[src/rtl/sdram_arbiter_pkg.sv]
// -----------------------------------------------------------------------------
// sdram_arbiter_pkg
//   Shared definitions for the SDRAM arbiter slice:
//   - SDRAM command encodings {CS_n,RAS_n,CAS_n,WE_n}
//   - default pin widths
//   - arbiter state encoding (3 bits)
// -----------------------------------------------------------------------------
package sdram_arbiter_pkg;

    // Default SDRAM pin widths.
    localparam int SDR_ADDR_BITS = 12;
    localparam int SDR_BA_BITS   = 2;

    // SDRAM commands, {CS_n,RAS_n,CAS_n,WE_n}.
    localparam logic [3:0] SDR_CMD_NOP  = 4'b0111;
    localparam logic [3:0] SDR_CMD_PRE  = 4'b0010;
    localparam logic [3:0] SDR_CMD_AREF = 4'b0001;
    localparam logic [3:0] SDR_CMD_ACT  = 4'b0011;
    localparam logic [3:0] SDR_CMD_RD   = 4'b0101;
    localparam logic [3:0] SDR_CMD_WR   = 4'b0100;
    localparam logic [3:0] SDR_CMD_LMR  = 4'b0000;

    // Arbiter states. Encodings 5..7 are illegal and recover to ARB_IDLE.
    typedef enum logic [2:0] {
        ARB_INIT  = 3'd0,
        ARB_IDLE  = 3'd1,
        ARB_AREF  = 3'd2,
        ARB_WRITE = 3'd3,
        ARB_READ  = 3'd4
    } arb_state_t;

endpackage

[src/rtl/sdram_arbiter_cmd_mux.sv]
// -----------------------------------------------------------------------------
// sdram_arbiter_cmd_mux
//   State-indexed mux that puts the owning engine's command/address/bank on
//   the SDRAM pins. Purely combinational: no added command latency.
//   Ports:
//     state                        current arbiter state
//     init_cmd/init_addr           init engine (bank forced to 0)
//     aref_cmd                     refresh engine (address and bank forced to 0)
//     wr_cmd/wr_addr/wr_ba         write engine
//     rd_cmd/rd_addr/rd_ba         read engine
//     sdram_cmd/addr/ba            SDRAM pins
// -----------------------------------------------------------------------------
module sdram_arbiter_cmd_mux
    import sdram_arbiter_pkg::*;
#(
    parameter int         ADDR_BITS = SDR_ADDR_BITS,
    parameter int         BA_BITS   = SDR_BA_BITS,
    parameter logic [3:0] CMD_NOP   = SDR_CMD_NOP
) (
    input  arb_state_t           state,
    input  logic [3:0]           init_cmd,
    input  logic [ADDR_BITS-1:0] init_addr,
    input  logic [3:0]           aref_cmd,
    input  logic [3:0]           wr_cmd,
    input  logic [ADDR_BITS-1:0] wr_addr,
    input  logic [BA_BITS-1:0]   wr_ba,
    input  logic [3:0]           rd_cmd,
    input  logic [ADDR_BITS-1:0] rd_addr,
    input  logic [BA_BITS-1:0]   rd_ba,
    output logic [3:0]           sdram_cmd,
    output logic [ADDR_BITS-1:0] sdram_addr,
    output logic [BA_BITS-1:0]   sdram_ba
);

    always_comb begin
        // NOTE: every output gets a default before the case so no path leaves
        // it unassigned; otherwise synthesis infers a latch.
        sdram_cmd  = CMD_NOP;
        sdram_addr = '0;
        sdram_ba   = '0;
        case (state)
            ARB_INIT: begin
                sdram_cmd  = init_cmd;
                sdram_addr = init_addr;
            end
            ARB_AREF: begin
                sdram_cmd  = aref_cmd;
            end
            ARB_WRITE: begin
                sdram_cmd  = wr_cmd;
                sdram_addr = wr_addr;
                sdram_ba   = wr_ba;
            end
            ARB_READ: begin
                sdram_cmd  = rd_cmd;
                sdram_addr = rd_addr;
                sdram_ba   = rd_ba;
            end
            default: ; // IDLE and illegal encodings: NOP on the bus
        endcase
    end

endmodule

[src/rtl/sdram_arbiter.sv]
// -----------------------------------------------------------------------------
// sdram_arbiter
//   Sole owner of the SDRAM command/address pins. Arbitrates between the init,
//   auto-refresh, write and read engines, grants one at a time and muxes the
//   owner's command/address/bank onto the pins.
//   Ports:
//     sdram_clk, rst_n             clock, async active-low reset
//     init_done/cmd/addr           init engine
//     aref_req/cmd/done            refresh engine (req level, done pulse)
//     wr_req/cmd/addr/ba           write engine (req level)
//     go_aref_wr, wr_done_all      write engine yield / finish pulses
//     rd_req/cmd/addr/ba           read engine (req level)
//     go_aref_rd, rd_done_all      read engine yield / finish pulses
//     aref_en, wr_en, rd_en        grants
//     sdram_cmd/addr/ba            SDRAM pins
// -----------------------------------------------------------------------------
module sdram_arbiter
    import sdram_arbiter_pkg::*;
#(
    parameter int         ADDR_BITS = SDR_ADDR_BITS,
    parameter int         BA_BITS   = SDR_BA_BITS,
    parameter logic [3:0] CMD_NOP   = SDR_CMD_NOP
) (
    input  logic                 sdram_clk,
    input  logic                 rst_n,
    input  logic                 init_done,
    input  logic [3:0]           init_cmd,
    input  logic [ADDR_BITS-1:0] init_addr,
    input  logic                 aref_req,
    input  logic [3:0]           aref_cmd,
    input  logic                 aref_done,
    input  logic                 wr_req,
    input  logic [3:0]           wr_cmd,
    input  logic [ADDR_BITS-1:0] wr_addr,
    input  logic [BA_BITS-1:0]   wr_ba,
    input  logic                 go_aref_wr,
    input  logic                 wr_done_all,
    input  logic                 rd_req,
    input  logic [3:0]           rd_cmd,
    input  logic [ADDR_BITS-1:0] rd_addr,
    input  logic [BA_BITS-1:0]   rd_ba,
    input  logic                 go_aref_rd,
    input  logic                 rd_done_all,
    output logic                 aref_en,
    output logic                 wr_en,
    output logic                 rd_en,
    output logic [3:0]           sdram_cmd,
    output logic [ADDR_BITS-1:0] sdram_addr,
    output logic [BA_BITS-1:0]   sdram_ba
);

    arb_state_t state, next_state;
    logic       last_wr;   // 1 when the last IDLE decision went to the writer

    // State register and round-robin flag.
    always_ff @(posedge sdram_clk or negedge rst_n) begin
        if (!rst_n) begin
            state   <= ARB_INIT;
            last_wr <= 1'b0;
        end else begin
            // NOTE: registered state uses non-blocking assignments so every
            // flop samples pre-edge values regardless of statement order.
            state <= next_state;
            if (state == ARB_IDLE) begin
                if (next_state == ARB_WRITE)
                    last_wr <= 1'b1;
                else if (next_state == ARB_READ)
                    last_wr <= 1'b0;
            end
        end
    end

    // Next-state logic and grants.
    always_comb begin
        next_state = state;
        aref_en    = 1'b0;
        wr_en      = 1'b0;
        rd_en      = 1'b0;
        case (state)
            ARB_INIT: begin
                if (init_done)
                    next_state = ARB_IDLE;
            end
            ARB_IDLE: begin
                if (aref_req)
                    next_state = ARB_AREF;
                else if (wr_req && rd_req)
                    next_state = last_wr ? ARB_READ : ARB_WRITE;
                else if (wr_req)
                    next_state = ARB_WRITE;
                else if (rd_req)
                    next_state = ARB_READ;
            end
            ARB_AREF: begin
                aref_en = 1'b1;
                if (aref_done)
                    next_state = ARB_IDLE;
            end
            ARB_WRITE: begin
                // Grant drops on the yield/finish pulse cycle so the engine,
                // now back in its request state, cannot re-activate.
                wr_en = !go_aref_wr && !wr_done_all;
                if (go_aref_wr)
                    next_state = ARB_AREF;   // refresh wins over a coincident done
                else if (wr_done_all)
                    next_state = ARB_IDLE;
            end
            ARB_READ: begin
                rd_en = !go_aref_rd && !rd_done_all;
                if (go_aref_rd)
                    next_state = ARB_AREF;
                else if (rd_done_all)
                    next_state = ARB_IDLE;
            end
            default: next_state = ARB_IDLE;  // illegal encoding, no grants
        endcase
    end

    sdram_arbiter_cmd_mux #(
        .ADDR_BITS (ADDR_BITS),
        .BA_BITS   (BA_BITS),
        .CMD_NOP   (CMD_NOP)
    ) u_cmd_mux (
        .state      (state),
        .init_cmd   (init_cmd),
        .init_addr  (init_addr),
        .aref_cmd   (aref_cmd),
        .wr_cmd     (wr_cmd),
        .wr_addr    (wr_addr),
        .wr_ba      (wr_ba),
        .rd_cmd     (rd_cmd),
        .rd_addr    (rd_addr),
        .rd_ba      (rd_ba),
        .sdram_cmd  (sdram_cmd),
        .sdram_addr (sdram_addr),
        .sdram_ba   (sdram_ba)
    );

endmodule
[config.mk]
export PLATFORM = sky130hd
export DESIGN_NAME = sdram_arbiter
export DESIGN_NICKNAME = d
export VERILOG_FILES = /design/src/rtl/sdram_arbiter_pkg.sv /design/src/rtl/sdram_arbiter_cmd_mux.sv /design/src/rtl/sdram_arbiter.sv
export SDC_FILE = /design/constraint.sdc
export NUM_CORES = 1
export LEC_CHECK = 0
export ABC_AREA = 1
export CAP_MARGIN = 20
export CORE_UTILIZATION = 28
export DETAILED_ROUTE_END_ITERATION = 10
export GPL_TIMING_DRIVEN = 0
export PLACE_DENSITY = 0.8
export SLEW_MARGIN = 20
export SYNTH_ARGS = -nofsm -noshare
export SYNTH_HDL_FRONTEND = slang
export SYNTH_HIERARCHICAL = 1
export SYNTH_SLANG_ARGS = --single-unit
[constraint.sdc]
create_clock -name sdram_clk -period 1.6 [get_ports sdram_clk]
set_input_delay 0.32 -clock sdram_clk [delete_from_list [all_inputs] [get_ports sdram_clk]]
set_output_delay 0.32 -clock sdram_clk [all_outputs]
set_load 0.1 [all_outputs]
# Yosys cells after proc, flatten, opt, wreduce, memory -nomap -nowiden
# Cells that the tools add are included.
[totals]
reg_bits = 4
latchBits = 0
ram_bits = 0
romBits = 0
inputBits = 67
out_inout_bits = 21
word_cells = 38
memories = 0
[classes]
add_sub_neg = 0
n_mul = 0
n_div = 0
magnitude_cmp = 0
n_eq_ne = 6
shifts = 0
n_mux = 20
bitwise = 0
reduce_logical = 10
[ops]
columns = ["operator", "n"]
rows = [
  ["$pmux W12 S3", 1],
  ["$mux W3", 11],
  ["$pmux W4 S4", 1],
  ["$pmux W3 S5", 1],
  ["$eq A3 B2 Y1 const B", 3],
  ["$eq A3 B3 Y1 const B", 2],
  ["$mux W1", 5],
  ["$logic_not A1 Y1", 4],
  ["$pmux W2 S2", 1],
  ["$eq A3 B1 Y1 const B", 1],
  ["$logic_and A1 B1 Y1", 3],
  ["$logic_not A3 Y1", 1],
  ["$reduce_and A2 Y1", 1],
  ["$reduce_bool A2 Y1", 1],
]

# Depth between registers and ports, before layout
# Gate-level depths: netlist of run 1.
[logic_depth]
word_depth = 8
mapped_depth = 8
depth_no_buf = 8

# Modules after synthesis
# Netlist of run 1, hierarchy kept.
[by_module_without_submodules]
columns = ["module", "instances", "cells_each", "area_each_um2", "seq_area_each_um2"]
rows = [
  ["sdram_arbiter_cmd_mux", 1, 107, 505.5, 0.0],
  ["sdram_arbiter", 1, 48, 295.3, 100.1],
]

# Worst setup path after synthesis of run 1
# No wires, ideal clock.
[synth_timing]
kind = "reg-to-output"
start = "register state[1]"
end = "output sdram_ba[0]"
arrival_time_ns = 2.928
required_time_ns = 1.280
setup_slack_ns = -1.648
stages_incl_launch_ff = 4
path_buffers = 1
cell_sequence = "dfrtp_1 > buf_2 > nand3_1 > o21ai_0"
[synth_between]
elab_chain_cells = 2
elab_cells_between_ends = 3
classes_between = "2 x eq/ne; 1 x mux"
[synth_lines]
columns = ["item", "line_no", "source"]
rows = [
  ["start: declaration", "sdram_arbiter.sv:52", "arb_state_t state, next_state;"],
  ["start signal: assignment", "sdram_arbiter.sv:63", "state <= next_state;"],
  ["$eq A3 B3 Y1 / $eq A3 B2 Y1 (equally long branches)", "sdram_arbiter_cmd_mux.sv:41", "case (state)"],
  ["$pmux W2 S2 *", "sdram_arbiter_cmd_mux.sv:41", ""],
  ["end: declaration", "sdram_arbiter.sv:49", "output logic [BA_BITS-1:0] sdram_ba"],
]
# Mark *: on every way between the ends. The rest lies on a longest branch, timed or not.

# Final worst setup path of run 1
[layout_timing]
start = "register state[0]"
end = "output sdram_addr[6]"
[layout_between]
elab_chain_cells = 2
elab_cells_between_ends = 4
classes_between = "2 x eq/ne; 1 x mux; 1 x reduce/logical"
[layout_lines]
columns = ["item", "line_no", "source"]
rows = [
  ["$eq A3 B3 Y1 (tied with other cells)", "sdram_arbiter_cmd_mux.sv:41", ""],
  ["$pmux W12 S3 *", "sdram_arbiter_cmd_mux.sv:41", ""],
  ["end: declaration", "sdram_arbiter.sv:48", "output logic [ADDR_BITS-1:0] sdram_addr,"],
]
# Marked as above.

==> metrics.md, run 1 <==
| Metric | Value |
|---|---|
| Post-synthesis sequential area ratio | 12.5% |
| Setup-failing EPs final | 21 |
| Post-Syn Nets | 222 |
| Ys async rst share | 100% |
| Max Clock Skew | 0.00112 ns |
| Most common cell in the netlist | nand2_1 |
| Num rows | 19 |
| Tcrit/Tclk final | 123% |
| GP Congestion | 0.816 |
| Total CTS buffers | 3 |
| DP HPWL | 3220 um |
| Critical path launch point type | register |
| Post-synth EDFFs | 0 |
| Total global-route track usage | 33.0% |
| GR Overflow Total | 0 |
| Leak pwr | 1.12 nW |
| Longest Clk Path Bufs | 2 |
| Yosys top cell area share | 23.0% |
| Required time of the critical path | 1.28 ns |
| Area Overhead vs Synth | 211% |
| Min-Delay Path Class | input pin to asynchronous set/reset pin |
| PwrDens | 2220 mW/mm^2 |
| Place WS | -1.21 ns |
| Combinational share of power | 94.1% |
| Via/cell ratio | 5.61 |
| Initial antenna violation count | 0 |
| Switching power | 3.41 mW |
| Cell area after synthesis | 801 um^2 |
| Final net count | 332 |
| Post-synth top flop | dfrtp_1 |
| Rel. slew slack | 81.1% |
| Max-slew violation count | 0 |
| # H-tree levels | 1 |
| Largest net degree at the start of global routing | 11 |
| WL/cell | 19.4 um |
| Antenna cells | 0 |
| Cts hold-fix bufs | 0 |
| Share of cells above drive strength 1 | 43.0% |
| Synth unique cells | 17 |
| Mean post-synth cell area | 5.17 um^2 |
| Die H | 55.5 um |
| VDD IR max | 0.00284 V |
| Final hold slack | 0.285 ns |
| Crit path from | state[0] |
| CP Capture Type | output port |
| CTS tree | built |
| Die area | 0.00308 mm^2 |
| CORE AREA | 0.00273 mm^2 |
| Final worst slack | -0.363 ns |
| Min Clock Period, post-route | 1.96 ns |
| Violated checks | negative setup slack |
| Fmax | 0.509 GHz |
| Initial Utilization | 29.3% |
| Chip width | 55.5 um |
| Crit path max fanout | 6 |
| IO buf count | 87 |
| Dominant cell type by area after synthesis | nand2_1 |
| Via count | 1649 |
| TritonRoute pass-1 iters | 5 |
| Maxcap violations | 0 |
| Worst flop-to-flop path startpoint | state[1] |
| Detail Route Antenna Nets | 0 |
| Post-synth top cells | nand2_1, nand3_1, nand4_1 |
| Critical path's slowest cell | dfrtp_1 |
| Clk slew on worst S/H paths | 0.04 ns |
| Clock sinks | 4 |
| Most common cell on crit path | buf_6 |
| Switching Share | 61.6% |
| Gate Count Post-Synth | 155 |
| FF+latch count, synth | 4 |
| RSZ-0062 raised after global routing | true |
| First-pass GRT wire length | 7980 um |
| DRT iter0 DRCs | 94 |
| Root buffer cell | clkbuf_4 |
| Cell Chain, Critical Path | buf_6, inv_6, nand2_4, nor2_4, buf_6, nand2_2, nand3_4, buf_12 |
| Largest cells by area after synthesis | nand2_1, nand3_1, nand4_1 |
| CP arrival | 1.64 ns |
| Num ports | 88 |
| Number of remaining DRC errors | 0 |
| Clk network pwr share | 2.2% |
| Flop pwr share | 3.7% |
| Pint | 2.13 mW |
| Crit Path Class | register to output port |
| Vias in the first global route | 1638 |
| Outcome | finished, violations left |
| Slew of the pin with the lowest slew margin | 0.282 ns |
| Worst path max stage delay | 0.39 ns |
| Final hold viol count | 0 |
| Final wirelength | 5690 um |
| Clk_lat worst skew | 0.23 ns |
| Ys Warns | 6 |
-- worst max-delay path, delay by kind of cell (launching register included) --
kind	cells	cell delay, ns
buf+inv	4	0.55
simple gates	4	0.45
flops	1	0.39
-- cells by family after synthesis --
family,after synthesis,synth area share (%)
compound gates,7,5.00
buf+inv,28,15.0
flops,4,12.5
simple gates,116,67.5
-- power by group through the flow --
stage | clock, mW | combinational [mW] | sequential (mW)
6_report | 0.124 | 5.21 | 0.202
5_1_grt | 0.136 | 5.34 | 0.204
4_1_cts | 0.131 | 4.77 | 0.202
3_5_place_dp | 0 | 3.84 | 0.213
3_3_place_gp | 0 | 3.78 | 0.210
2_1_floorplan | 0 | 3.01 | 0.196
-- repair_timing --
item / CTS / global route
setup buffers: 11 / 5
pin swaps: 5 / 7
setup endpoints to repair: 21 / 21
gates cloned: 2 / 0
gates resized for setup: 218 / 26
-- through the flow --
step | std cells | setup TNS (ns) | util (%) | instance area, um^2 | power (mW)
final | 294 | -6.10 | 91.0 | 2490 | 5.53
after global placement | 273 | -21.86 | 71.3 | 1950 | 3.99
after detailed placement | 273 | -22.37 | 71.3 | 1950 | 4.05
after CTS | 289 | -5.27 | 86.5 | 2370 | 5.10
after floorplan | 155 | -1.03 | - | 1040 | 3.21
after global routing | 294 | -7.30 | 91.0 | 2490 | 5.68
-- registers in the layout, summed over array words and instances (netlist names) --
signal   count
state        3
last_wr      1
-- placed cells by master, fill, tap and decap left out --
| cell type | count |
|---|---|
| clkdlybuf4s50_1 | 66 |
| nand2_1 | 30 |
| buf_12 | 20 |
| nand4_1 | 18 |
| buf_4 | 17 |
| nand2_2 | 14 |
| inv_1 | 13 |
| nand3_4 | 13 |
| nand3_1 | 11 |
| nor2_4 | 8 |
| nand3_2 | 6 |
| buf_6 | 6 |
| nand2_4 | 6 |
| inv_2 | 5 |
| nor2_1 | 5 |
| nor2_2 | 5 |
| o21ai_0 | 3 |
| clkbuf_4 | 3 |
| o211ai_1 | 2 |
| dfrtp_1 | 2 |
| buf_8 | 2 |
| dfrtp_2 | 2 |
| clkbuf_8 | 2 |
| o21ai_4 | 2 |
| clkinv_4 | 1 |
| inv_6 | 1 |
-- worst paths after layout --
check / depth (start not counted) / slack, ns / end
worst max-delay path: 8 / -0.36 / sdram_addr[6]
worst min-delay path: 1 / 0.29 / state[0]
worst max register to register: 11 / 0.09 / last_wr
worst min register to register: 2 / 0.49 / last_wr
max in group asynchronous: 1 / 1.14 / state[1]
min in group sdram_clk: 2 / 0.49 / last_wr
-- routing by layer --
metal / vias up / global-route usage, % / wire [um] / share of wire (%)
met5: - / 0 / 0 / 0
met4: 0 / 12.9 / 211 / 3.7
met3: 22 / 5.15 / 416 / 7.3
met2: 125 / 59.4 / 2850 / 50
met1: 769 / 38.7 / 2210 / 39
li1: 733 / - / - / -
-- area by class of cell --
type                    count  area, um^2
repair buffers            105        1220
plain buffers               8        95.1
multi-input cells         123         926
well taps                  31        38.8
fillers                   107         245
flip-flops and latches      4         103
inverters                  20        85.1
clock buffers               3        22.5
Power figures use the tool's default switching activity.
==> run 2, diff against run 1 <==
CORE_MARGIN = 2   (was not set)
SETUP_SLACK_MARGIN = 0.3   (was not set)
==> run 2 against run 1 <==
Against the previous run: the run still ends with negative setup slack left; largest cell class unchanged; routed wire length grew 16%; sequential share of layout area down 0.083 points; clock power up 23%; hold slack got worse by 0.0024 ns; die area increased by 7.3%; register-to-register slack improved by 0.07 ns; fmax shrank 2.5%; critical endpoint is now sdram_addr[2]; flip-flop and latch count unchanged.
==> metrics.md, run 2 (synthesis gave the netlist of run 1 again) <==
| Metric | Value |
|---|---|
| Required time of the critical path | 1.28 ns |
| Number of remaining DRC errors | 0 |
| Final hold viol count | 0 |
| Violated checks | negative setup slack |
| Total global-route track usage | 30.8% |
| # H-tree levels | 1 |
| Max FFs per register | 3 |
| Die H | 57.5 um |
| Cell Chain, Critical Path | buf_6, inv_6, nand2_4, nor2_4, buf_6, nand2_2, nand3_4, buf_12 |
| Total CTS buffers | 3 |
| Most common cell on crit path | buf_6 |
| Detail Route Antenna Nets | 0 |
| Top reg by flops | state |
| Setup TNS | -7.24 ns |
| Final wirelength | 6580 um |
| WL/cell | 22.2 um |
| Antenna cells | 0 |
| Final hold slack | 0.283 ns |
| Commonest cells after routing, fill and taps aside | clkdlybuf4s50_1, nand2_1, buf_12, buf_4, nand4_1 |
| Clk slew on worst S/H paths | 0.04 ns |
| Area Overhead vs Synth | 217% |
| CP arrival | 1.69 ns |
| Total Power | 5.72 mW |
| Slew of the pin with the lowest slew margin | 0.262 ns |
| DP HPWL | 3280 um |
| Crit path max fanout | 6 |
| Biggest regs | state: 3 flops, last_wr: 1 flops |
| Worst path max stage delay | 0.40 ns |
| Sequential standard cell area | 103 um^2 |
| VDD IR max | 0.00255 V |
| Final Util | 92.9% |
| RSZ-0062 raised after global routing | true |
| Clk_lat worst skew | 0.25 ns |
| Fillers | 89 |
| Rel. slew slack | 82.5% |
| Setup-failing EPs final | 20 |
| Via count | 1721 |
| CORE AREA | 0.00273 mm^2 |
| Largest net degree at the start of global routing | 11 |
| Fmax | 0.497 GHz |
| Die area | 0.00330 mm^2 |
| Place WS | -1.18 ns |
| Initial antenna violation count | 0 |
| Critical path's slowest cell | dfrtp_1 |
| Max-slew violation count | 0 |
| DRT iter0 DRCs | 110 |
| GP Congestion | 0.840 |
| First-pass GRT wire length | 7940 um |
| Via/cell ratio | 5.81 |
| CTS tree | built |
| Num ports | 88 |
| Leak pwr | 1.17 nW |
| Clock sinks | 4 |
| Vias in the first global route | 1615 |
| PwrDens | 2250 mW/mm^2 |
| Commonest non-fill, non-tap cell in the layout | clkdlybuf4s50_1 |
| Final worst slack | -0.414 ns |
| Outcome | finished, violations left |
| Maxcap violations | 0 |
| GR Overflow Total | 0 |
| Min-Delay Path Class | input pin to asynchronous set/reset pin |
| Num rows | 19 |
| Critical path launch point type | register |
| Min Clock Period, post-route | 2.01 ns |
| Crit Path Class | register to output port |
| Cts hold-fix bufs | 0 |
| Multi-input combinational cell area | 963 um^2 |
| Initial Utilization | 29.3% |
| Max Clock Skew | 0.00197 ns |
| Root buffer cell | clkbuf_4 |
| IO buf count | 87 |
| Final net count | 333 |
| Tcrit/Tclk final | 126% |
| Share of cells above drive strength 1 | 43.0% |
| CP Capture Type | output port |
| Longest Clk Path Bufs | 2 |
| TritonRoute pass-1 iters | 4 |
| Chip width | 57.5 um |
run 2: cell type report:
type                    instances  area share (%)
well taps                      31            1.53
flip-flops and latches          4            4.04
multi-input cells             123            37.9
plain buffers                   8            3.50
clock buffers                   4            1.03
repair buffers                106            48.3
inverters                      20            3.69
run 2: report_power, final:
| part | leakage, nW | total [mW] | internal [mW] | switching (mW) |
|---|---|---|---|---|
| sequential | 0.0467 | 0.217 | 0.145 | 0.0716 |
| clock | 0.0150 | 0.153 | 0.0947 | 0.0583 |
| combinational | 1.11 | 5.35 | 1.94 | 3.41 |
run 2: critical path: cells and delay by family, from the launching register on:
family,cells,cell delay (ns)
flops,1,0.40
buf+inv,4,0.58
simple gates,4,0.45
run 2: worst paths after layout:
kind | startpoint | cells past startpoint | slack [ns] | end
max | state[0] | 8 | -0.41 | sdram_addr[2]
min | rst_n | 1 | 0.28 | state[2]
max reg2reg | state[0] | 8 | 0.16 | last_wr
min reg2reg | last_wr | 2 | 0.51 | last_wr
max in group asynchronous | rst_n | 1 | 1.12 | state[1]
min in group sdram_clk | last_wr | 2 | 0.51 | last_wr
run 2: repair_timing:
action / CTS / global route
pin swaps: 8 / 4
setup endpoints to repair: 21 / 24
setup buffers: 9 / 8
cloned: 1 / 1
resized for setup: 224 / 22
run 2: routing by layer:
| metal | track usage, % | wire (um) |
|---|---|---|
| met1 | 35.1 | 2300 |
| met2 | 59.3 | 3340 |
| met3 | 5.67 | 642 |
| met4 | 5.65 | 300 |
| met5 | 0 | 0 |
run 2: metrics by stage:
step           cell area (um^2)  cells
2_1_floorplan              1070    155
3_3_place_gp               1980    273
3_5_place_dp               1980    273
4_1_cts                    2410    287
5_1_grt                    2540    296
6_report                   2540    296
==> run 3, diff against run 2 <==
TNS_END_PERCENT = 1   (was not set)
==> run 3 against run 2 <==
Against the previous run: the run still ends with negative setup slack left; critical path depth did not move; worst setup slack improved by 0.12 ns; power fell by 13%; die area did not move; critical path type unchanged; critical endpoint is now sdram_addr[7].
==> metrics.md, run 3 (synthesis gave the netlist of run 1 again) <==
| Metric | Value |
|---|---|
| Initial antenna violation count | 0 |
| Place WS | -1.14 ns |
| PwrDens | 2230 mW/mm^2 |
| RSZ-0062 raised after global routing | true |
| Rel. slew slack | 85.0% |
| Reg2Reg Depth | 10 |
| Final wirelength | 3920 um |
| Die area | 0.00330 mm^2 |
| Critical path launch point type | register |
| Min-Delay Path Class | input pin to asynchronous set/reset pin |
| Sequential standard cell area | 103 um^2 |
| Fillers | 183 |
| Setup-failing EPs final | 21 |
| Final worst slack | -0.293 ns |
| Num ports | 88 |
| Share of cells above drive strength 1 | 34.1% |
| Multi-input combinational cell area | 742 um^2 |
| First-pass GRT wire length | 5980 um |
| Reg2Reg Setup Slack | 0.29 ns |
| Slew of the pin with the lowest slew margin | 0.224 ns |
| Required time of the critical path | 1.28 ns |
| Total CTS buffers | 3 |
| DP HPWL | 2680 um |
| # H-tree levels | 1 |
| Total global-route track usage | 22.7% |
| WL/cell | 13.6 um |
| Total Power | 5.00 mW |
| Final hold viol count | 0 |
| Final net count | 326 |
| Detail Route Antenna Nets | 0 |
| Setup crit end | sdram_addr[7] |
| Number of remaining DRC errors | 0 |
| Worst flop-to-flop path startpoint | state[0] |
| Tcrit/Tclk final | 118% |
| Via count | 1413 |
| Longest Clk Path Bufs | 2 |
| Initial Utilization | 29.3% |
| Crit path from | state[0] |
| Commonest cells after routing, fill and taps aside | clkdlybuf4s50_1, nand2_1, buf_12, nand4_1, nand3_1 |
| Top reg by flops | state |
| TritonRoute pass-1 iters | 4 |
| Cell area after layout | 0.00225 mm^2 |
| CORE AREA | 0.00273 mm^2 |
| Largest net degree at the start of global routing | 11 |
| Fmax | 0.528 GHz |
| GP Congestion | 0.787 |
| Outcome | finished, violations left |
| Chip width | 57.5 um |
| CP Capture Type | output port |
| Via/cell ratio | 4.89 |
| Biggest regs | state: 3 flops, last_wr: 1 flops |
| Setup TNS | -4.68 ns |
| Root buffer cell | clkbuf_4 |
| Max Clock Skew | 0.00495 ns |
| VDD IR max | 0.00214 V |
| Area Overhead vs Synth | 181% |
| Leak pwr | 1.06 nW |
| Reg2reg end | last_wr |
| CTS tree | built |
| Crit Path Class | register to output port |
| Dpl cell area | 0.00182 mm^2 |
| DRT iter0 DRCs | 68 |
| IO buf count | 87 |
| Finished Layout Cells | 289 |
| GR Overflow Total | 0 |
| Antenna cells | 0 |
| Clock sinks | 4 |
| Num rows | 19 |
| Crit path max fanout | 6 |
| Clk_lat worst skew | 0.23 ns |
| Placed instance count | 273 |
| CP arrival | 1.57 ns |
| Commonest non-fill, non-tap cell in the layout | clkdlybuf4s50_1 |
| Maxcap violations | 0 |
| Max FFs per register | 3 |
| Min Clock Period, post-route | 1.89 ns |
| Violated checks | negative setup slack |
| Vias in the first global route | 1320 |
| Clk slew on worst S/H paths | 0.04 ns |
| Max-slew violation count | 0 |
| Die H | 57.5 um |
==> run 3: cell count changes in the layout (fill, tap and decap cells not counted), moves of 2 or more <==
cell     before  now
nand2_1      30   38
nand3_4      14    1
nor2_2        5    3
buf_6         8    5
buf_4        18   14
nand3_1      11   15
nand2_4      12    1
nor2_1        5   12
nand2_2       8   10
inv_2         2    4
nand3_2       5   14
nor2_4        8    3
==> run 3: how the worst min path moves through the flow <==
stage,from,to,slack (ns),cells after the start
after floorplan,rst_n,last_wr,0.02,0
after global placement,last_wr,last_wr,0.48,2
after detailed placement,last_wr,last_wr,0.48,2
after CTS,rst_n,state[2],0.28,1
after global routing,rst_n,state[2],0.29,1
final,rst_n,state[2],0.29,1
==> run 3: per-layer routing <==
metal / global-route usage (%) / vias up / wire (um)
met5: 0 / - / 0
met1: 26.9 / 630 / 1490
li1: - / 725 / -
met3: 3.17 / 10 / 192
met4: 6.64 / 0 / 110
met2: 41.9 / 48 / 2120
==> run 3: worst max-delay path: stages, from the launching register on <==
cell and delay [ns]:
dfrtp_1 0.41, buf_6 0.15, inv_6 0.06, nand2_8 0.05
nor2_4 0.17, buf_6 0.18, nand2_2 0.06, nand3_2 0.08
buf_12 0.18
==> run 3: where the power goes <==
group	total, mW	internal [mW]	switching (mW)
sequential	0.206	0.146	0.0606
combinational	4.66	1.69	2.97
clock	0.136	0.0937	0.0427
==> run 3: area by class of cell <==
type                            instances  share of cell area [%]
Buffer                                  8                    3.34
Tap cell                               31                    1.73
Sequential cell                         4                    4.57
Inverter                               20                    3.79
Timing Repair Buffer                   99                    52.4
Clock buffer                            4                    1.17
Multi-Input combinational cell        123                    33.0
==> run 3: timing repair <==
| item | CTS | global route |
|---|---|---|
| hold buffers | 0 | 0 |
| setup buffers | 6 | 5 |
| setup endpoints to repair | 21 | 22 |
| pin swaps | 5 | 4 |
| gates resized for setup | 208 | 13 |
| gates cloned | 1 | 0 |
==> run 3: metrics by stage <==
step | hold slack [ns] | util (%)
after detailed placement | 0.481 | 66.7
after floorplan | 0.0244 | -
after CTS | 0.278 | 79.3
after global routing | 0.289 | 82.2
final | 0.286 | 82.2
after global placement | 0.484 | 66.7
==> RTL change 1, RTL diff (config.mk and constraints of run 2) <==
Encoding of `arb_state_t`: now one-hot (5 bits for 5 states).
--- a/src/rtl/sdram_arbiter_pkg.sv
+++ b/src/rtl/sdram_arbiter_pkg.sv
@@ -22,10 +22,10 @@
 
     // Arbiter states. Encodings 5..7 are illegal and recover to ARB_IDLE.
-    typedef enum logic [2:0] {
-        ARB_INIT  = 3'd0,
-        ARB_IDLE  = 3'd1,
-        ARB_AREF  = 3'd2,
-        ARB_WRITE = 3'd3,
-        ARB_READ  = 3'd4
+    typedef enum logic [4:0] {
+        ARB_INIT  = 5'b00001,
+        ARB_IDLE  = 5'b00010,
+        ARB_AREF  = 5'b00100,
+        ARB_WRITE = 5'b01000,
+        ARB_READ  = 5'b10000
     } arb_state_t;
 
Function: no difference found for any inputs over 10 cycles, from zero or initial values and one cycle with rst_n low; not proved beyond that.
==> RTL change 1 against run 2 <==
  * The flow still finishes with violations (setup timing)
  * Wire length shrank 5.9%
  * Sequential cell count grew 2
  * Synthesized cell count grew 20%
  * Cell area grew 15%
  * Critical endpoint is now sdram_addr[8]
  * Area after synthesis grew 33%
  * Non-clock buffer count grew 4
  * Setup slack lost 90 ps
  * Power shrank 46%
==> RTL change 1: results (changes against run 2) <==
Route
  • Met2 WL: 3.27 mm (-2.0%)
  • Vias per std cell: 5.46 (-6.1%)
  • Met3 wire length: 489 um (-24%)
  • Iteration-0 DRC Markers: 98 (-11%)
  • Post-Route M1 WL: 2.32 mm (+0.91%)

GRT
  • Vias in the first global route: 1904 (+18%)
  • Met1 GRT Util: 0.322 (-0.0293)
  • Met2 usage: 0.519 (-0.0736)

Pwr
  • Clk pwr share: 0.077 (+0.050)
  • Pint: 0.00135 W (-38%)
  • Max VDD drop: 788 uV (-69%)

STA
  • Max_slew headroom: 0.830 (+0.00472)
  • Sum of negative setup slack: -8600 ps (-1370 ps)
  • Final WS setup: -504 ps (-89.9 ps)
  • Final hold slack: 330 ps (+46.4 ps)
  • Final setup viols: 21 (+5.0%)
  • Worst Skew: 4.69 ps (+2.72 ps)

Placed design
  • Post-Place Cell Area: 0.00232 mm^2 (+17%)
  • Gp weighted congestion: 0.832 (-0.93%)
  • DP Wirelength: 3.70 mm (+13%)

Final layout
  • Share of layout cells above drive strength 1: 0.426 (-0.00401)
  • Nets: 366 (+9.9%)

CTS
  • Post-CTS setup buffer count: 14 (+5)
  • Clk_lat worst skew: 220 ps (-30 ps)
  • # resized after CTS: 221 (-1.3%)

Synth
  • Top cells by area, synth: nand4_1 23%, nand2_1 14%, dfrtp_1 12%
  • Yosys cell types: 22 (+5)
  • Synth Area in Compound Gates: 0.0492 (-0.000762)
  • Seq/Total Area, Yosys: 0.142 (+0.0169)

Run status
  • Status: complete, but fails checks
  • Violated checks: setup timing

Setup path
  • Reg2reg start: state[1]
[RTL change 1: changes by cell type after synthesis, sizes merged, moves of 3 or more]
cell,before,now
a21oi,0,3
buf,6,10
nand2,50,42
nand3,30,21
nand4,18,40
nor2,18,31
nor3,0,4
o21ai,5,2
[RTL change 1: area by class of cell]
class / count / area [um^2] / area share
inverter: 22 / 85.1 / 0.0290
sequential: 6 / 155 / 0.0529
multi-input combinational: 148 / 1200 / 0.411
buffer: 11 / 91.3 / 0.0312
timing repair buffer: 107 / 1290 / 0.440
tap: 48 / 60.1 / 0.0205
clock buffer: 4 / 45.0 / 0.0154
[RTL change 1: critical path: cells and delay by family (launching register included)]
kind	cells	cell delay (ps)
buf+inv	3	670
flops	1	440
simple gates	2	450
[RTL change 1: per-stage QoR]
stage	setup WS, ps	instances	util
floorplan	-274	186	-
global placement	-1300	321	0.635
detailed placement	-1300	321	0.635
CTS	-445	341	0.774
global route	-542	346	0.801
finish	-504	346	0.801
==> RTL change 2, RTL diff (flow settings as in run 2) <==
Without the edit above. Change the package constant `SDR_ADDR_BITS` from 12 to 13.
--- a/src/rtl/sdram_arbiter_pkg.sv
+++ b/src/rtl/sdram_arbiter_pkg.sv
@@ -9,5 +9,5 @@
 
     // Default SDRAM pin widths.
-    localparam int SDR_ADDR_BITS = 12;
+    localparam int SDR_ADDR_BITS = 13;
     localparam int SDR_BA_BITS   = 2;
 
Interface: changed (resized init_addr, rd_addr, sdram_addr and wr_addr); port bits go from 88 to 92. No check against the original RTL was run, so the function may have changed too.
==> RTL change 2 against run 2 <==
  * The flow still finishes with violations (setup timing)
  * Wire length decreased by 10%
  * Cell area rose by 8.0%
  * Via count shrank 0.46%
  * Sequential cell count stayed put
  * Setup slack better by 50 ps
  * Register-to-register slack worse by 270 ps
  * Area after synthesis rose by 13%
  * Power up 2.3%
  * First-iteration DRC count rose by 21%
  * Combinational power up 3%
  * Synthesized cell count is 2.6% higher
  * Clock power down 7%
==> RTL change 2: results (changes against run 2) <==
Run status
  • Status: complete, but fails checks
  • Violated checks: setup timing

Final layout
  • Filler Cell Count: 137 (+54%)
  • Clkbuf count: 4 (unchanged)
  • Buffering overhead: 0.519 (+0.00143)
  • Clock buf/inv share: 0.00958 (-0.000765)
  • Nets: 351 (+5.4%)
  • Fraction of area in registers: 0.0379 (-0.00253)
  • Share of layout cells above drive strength 1: 0.475 (+0.0448)
  • Top Registers: state: 3 flops, last_wr: 1 flops
  • Diode count: 0 (unchanged)
  • Multi-input gate area: 0.00104 mm^2 (+8.4%)
  • Bufs w/o clock: 125 (+9.6%)
  • Multi-input logic cell count: 127 (+3.3%)

Setup path
  • WP data arrival: 1640 ps (-50 ps)
  • Slowest stage delay, CP: 420 ps (+20 ps)
  • Worst Path Max Fanout: 5 (-1)
  • CP max stage cell: dfrtp_2

Synth
  • Post-synthesis adder-cell area fraction: 0 (unchanged)
  • Top cells by area, synth: nand2_1 19%, nand3_1 13%, nand4_1 13%
  • Xor/xnor cell area share of the yosys netlist: 0 (unchanged)
  • Yosys cell types: 21 (+4)
  • Mux cell area share after synthesis: 0 (unchanged)
  • Seq/Total Area, Yosys: 0.111 (-0.0140)
  • Mapped Nets: 229 (+3.2%)
  • Post-synth top flop: dfrtp_1
  • Top cells by count, synth: 46 x nand2_1, 24 x nand3_1, 19 x nand4_1, 16 x inv_1, 14 x nor2_1
  • Synth Area in Compound Gates: 0.0444 (-0.00562)

Pwr
  • P_sw: 0.00363 W (+2.6%)
  • Max VDD drop: 1380 uV (-46%)
  • Clk. pwr: 0.000142 W (-7%)
  • PwrDens: 2130 mW/mm^2 (-5.2%)
  • Pleak: 1.29 nW (+10%)
  • Comb pwr: 0.00551 W (+3%)

Route
  • Via count: 1713 (-0.46%)
  • Iteration-0 DRC Markers: 133 (+21%)
  • Routed WL: 5.90 mm (-10%)

CTS
  • Clk_lat worst skew: about 240 ps
  • CTS Buffer Depth: 2 (unchanged)
  • CTS H-tree depth: 1 (unchanged)
  • Clk sinks: 4 (unchanged)

GRT
  • First-pass GRT wire length: 8.40 mm (+5.8%)
  • Vias in the first global route: 1823 (+13%)
  • GRT Overall Usage: 0.308 (about the same)
  • Initial antenna violation count: 0 (unchanged)

STA
  • Max_slew headroom: 0.857 (+0.0324)
  • Final setup viols: 24 (+20%)
  • Final WS setup: -364 ps (+49.9 ps)
  • Worst Skew: 10.0 ps (+8.05 ps)
  • Sum of negative setup slack: -6540 ps (+699 ps)

Placed design
  • Gp weighted congestion: 0.864 (+2.9%)
  • Port bufs: 91 (+4.6%)
  • DP Wirelength: 3.11 mm (-5.0%)
-- RTL change 2: timing repair --
| item | CTS | global route |
|---|---|---|
| setup buffers | 20 | 4 |
| setup endpoints to repair | 22 | 25 |
| endpoints found under the hold margin | 0 | 0 |
| gates resized for setup | 214 | 19 |
| pin swaps | 4 | 9 |
| cloned | 2 | 0 |
-- RTL change 2: worst paths after layout --
kind | startpoint | to | slack [ps] | depth (start not counted)
worst max-delay path | state[0] | sdram_addr[4] | -360 | 8
worst min-delay path | rst_n | state[1] | 280 | 1
worst max register to register | state[1] | last_wr | -110 | 13
worst min register to register | last_wr | last_wr | 500 | 2
max in group asynchronous | rst_n | state[0] | 1120 | 1
min in group sdram_clk | last_wr | last_wr | 500 | 2
-- RTL change 2: critical path, delay by kind of cell (launching register included) --
kind / cells / cell delay (ps)
buffers and inverters: 4 / 570
DFF: 1 / 420
and+or+nand+nor: 4 / 400
-- RTL change 2: layer usage --
| metal | share of wire | wire length (um) | track usage |
|---|---|---|---|
| met1 | 0.37 | 2160 | 0.338 |
| met2 | 0.52 | 3060 | 0.568 |
| met3 | 0.088 | 518 | 0.0768 |
| met4 | 0.028 | 163 | 0.115 |
| met5 | 0 | 0 | 0 |
-- RTL change 2: logic make-up after synthesis --
family                 after synthesis
DFF                                  4
AOI/OAI and AO/OA                    7
buffers and inverters               28
and+or+nand+nor                    120
-- RTL change 2: per-stage QoR --
step,util,cells,area [um^2],setup slack [ps]
floorplan,-,159,1200,-390
global placement,0.711,294,2170,-1110
detailed placement,0.711,294,2170,-1110
CTS,0.868,320,2650,-322
global route,0.898,324,2740,-416
finish,0.898,324,2740,-364
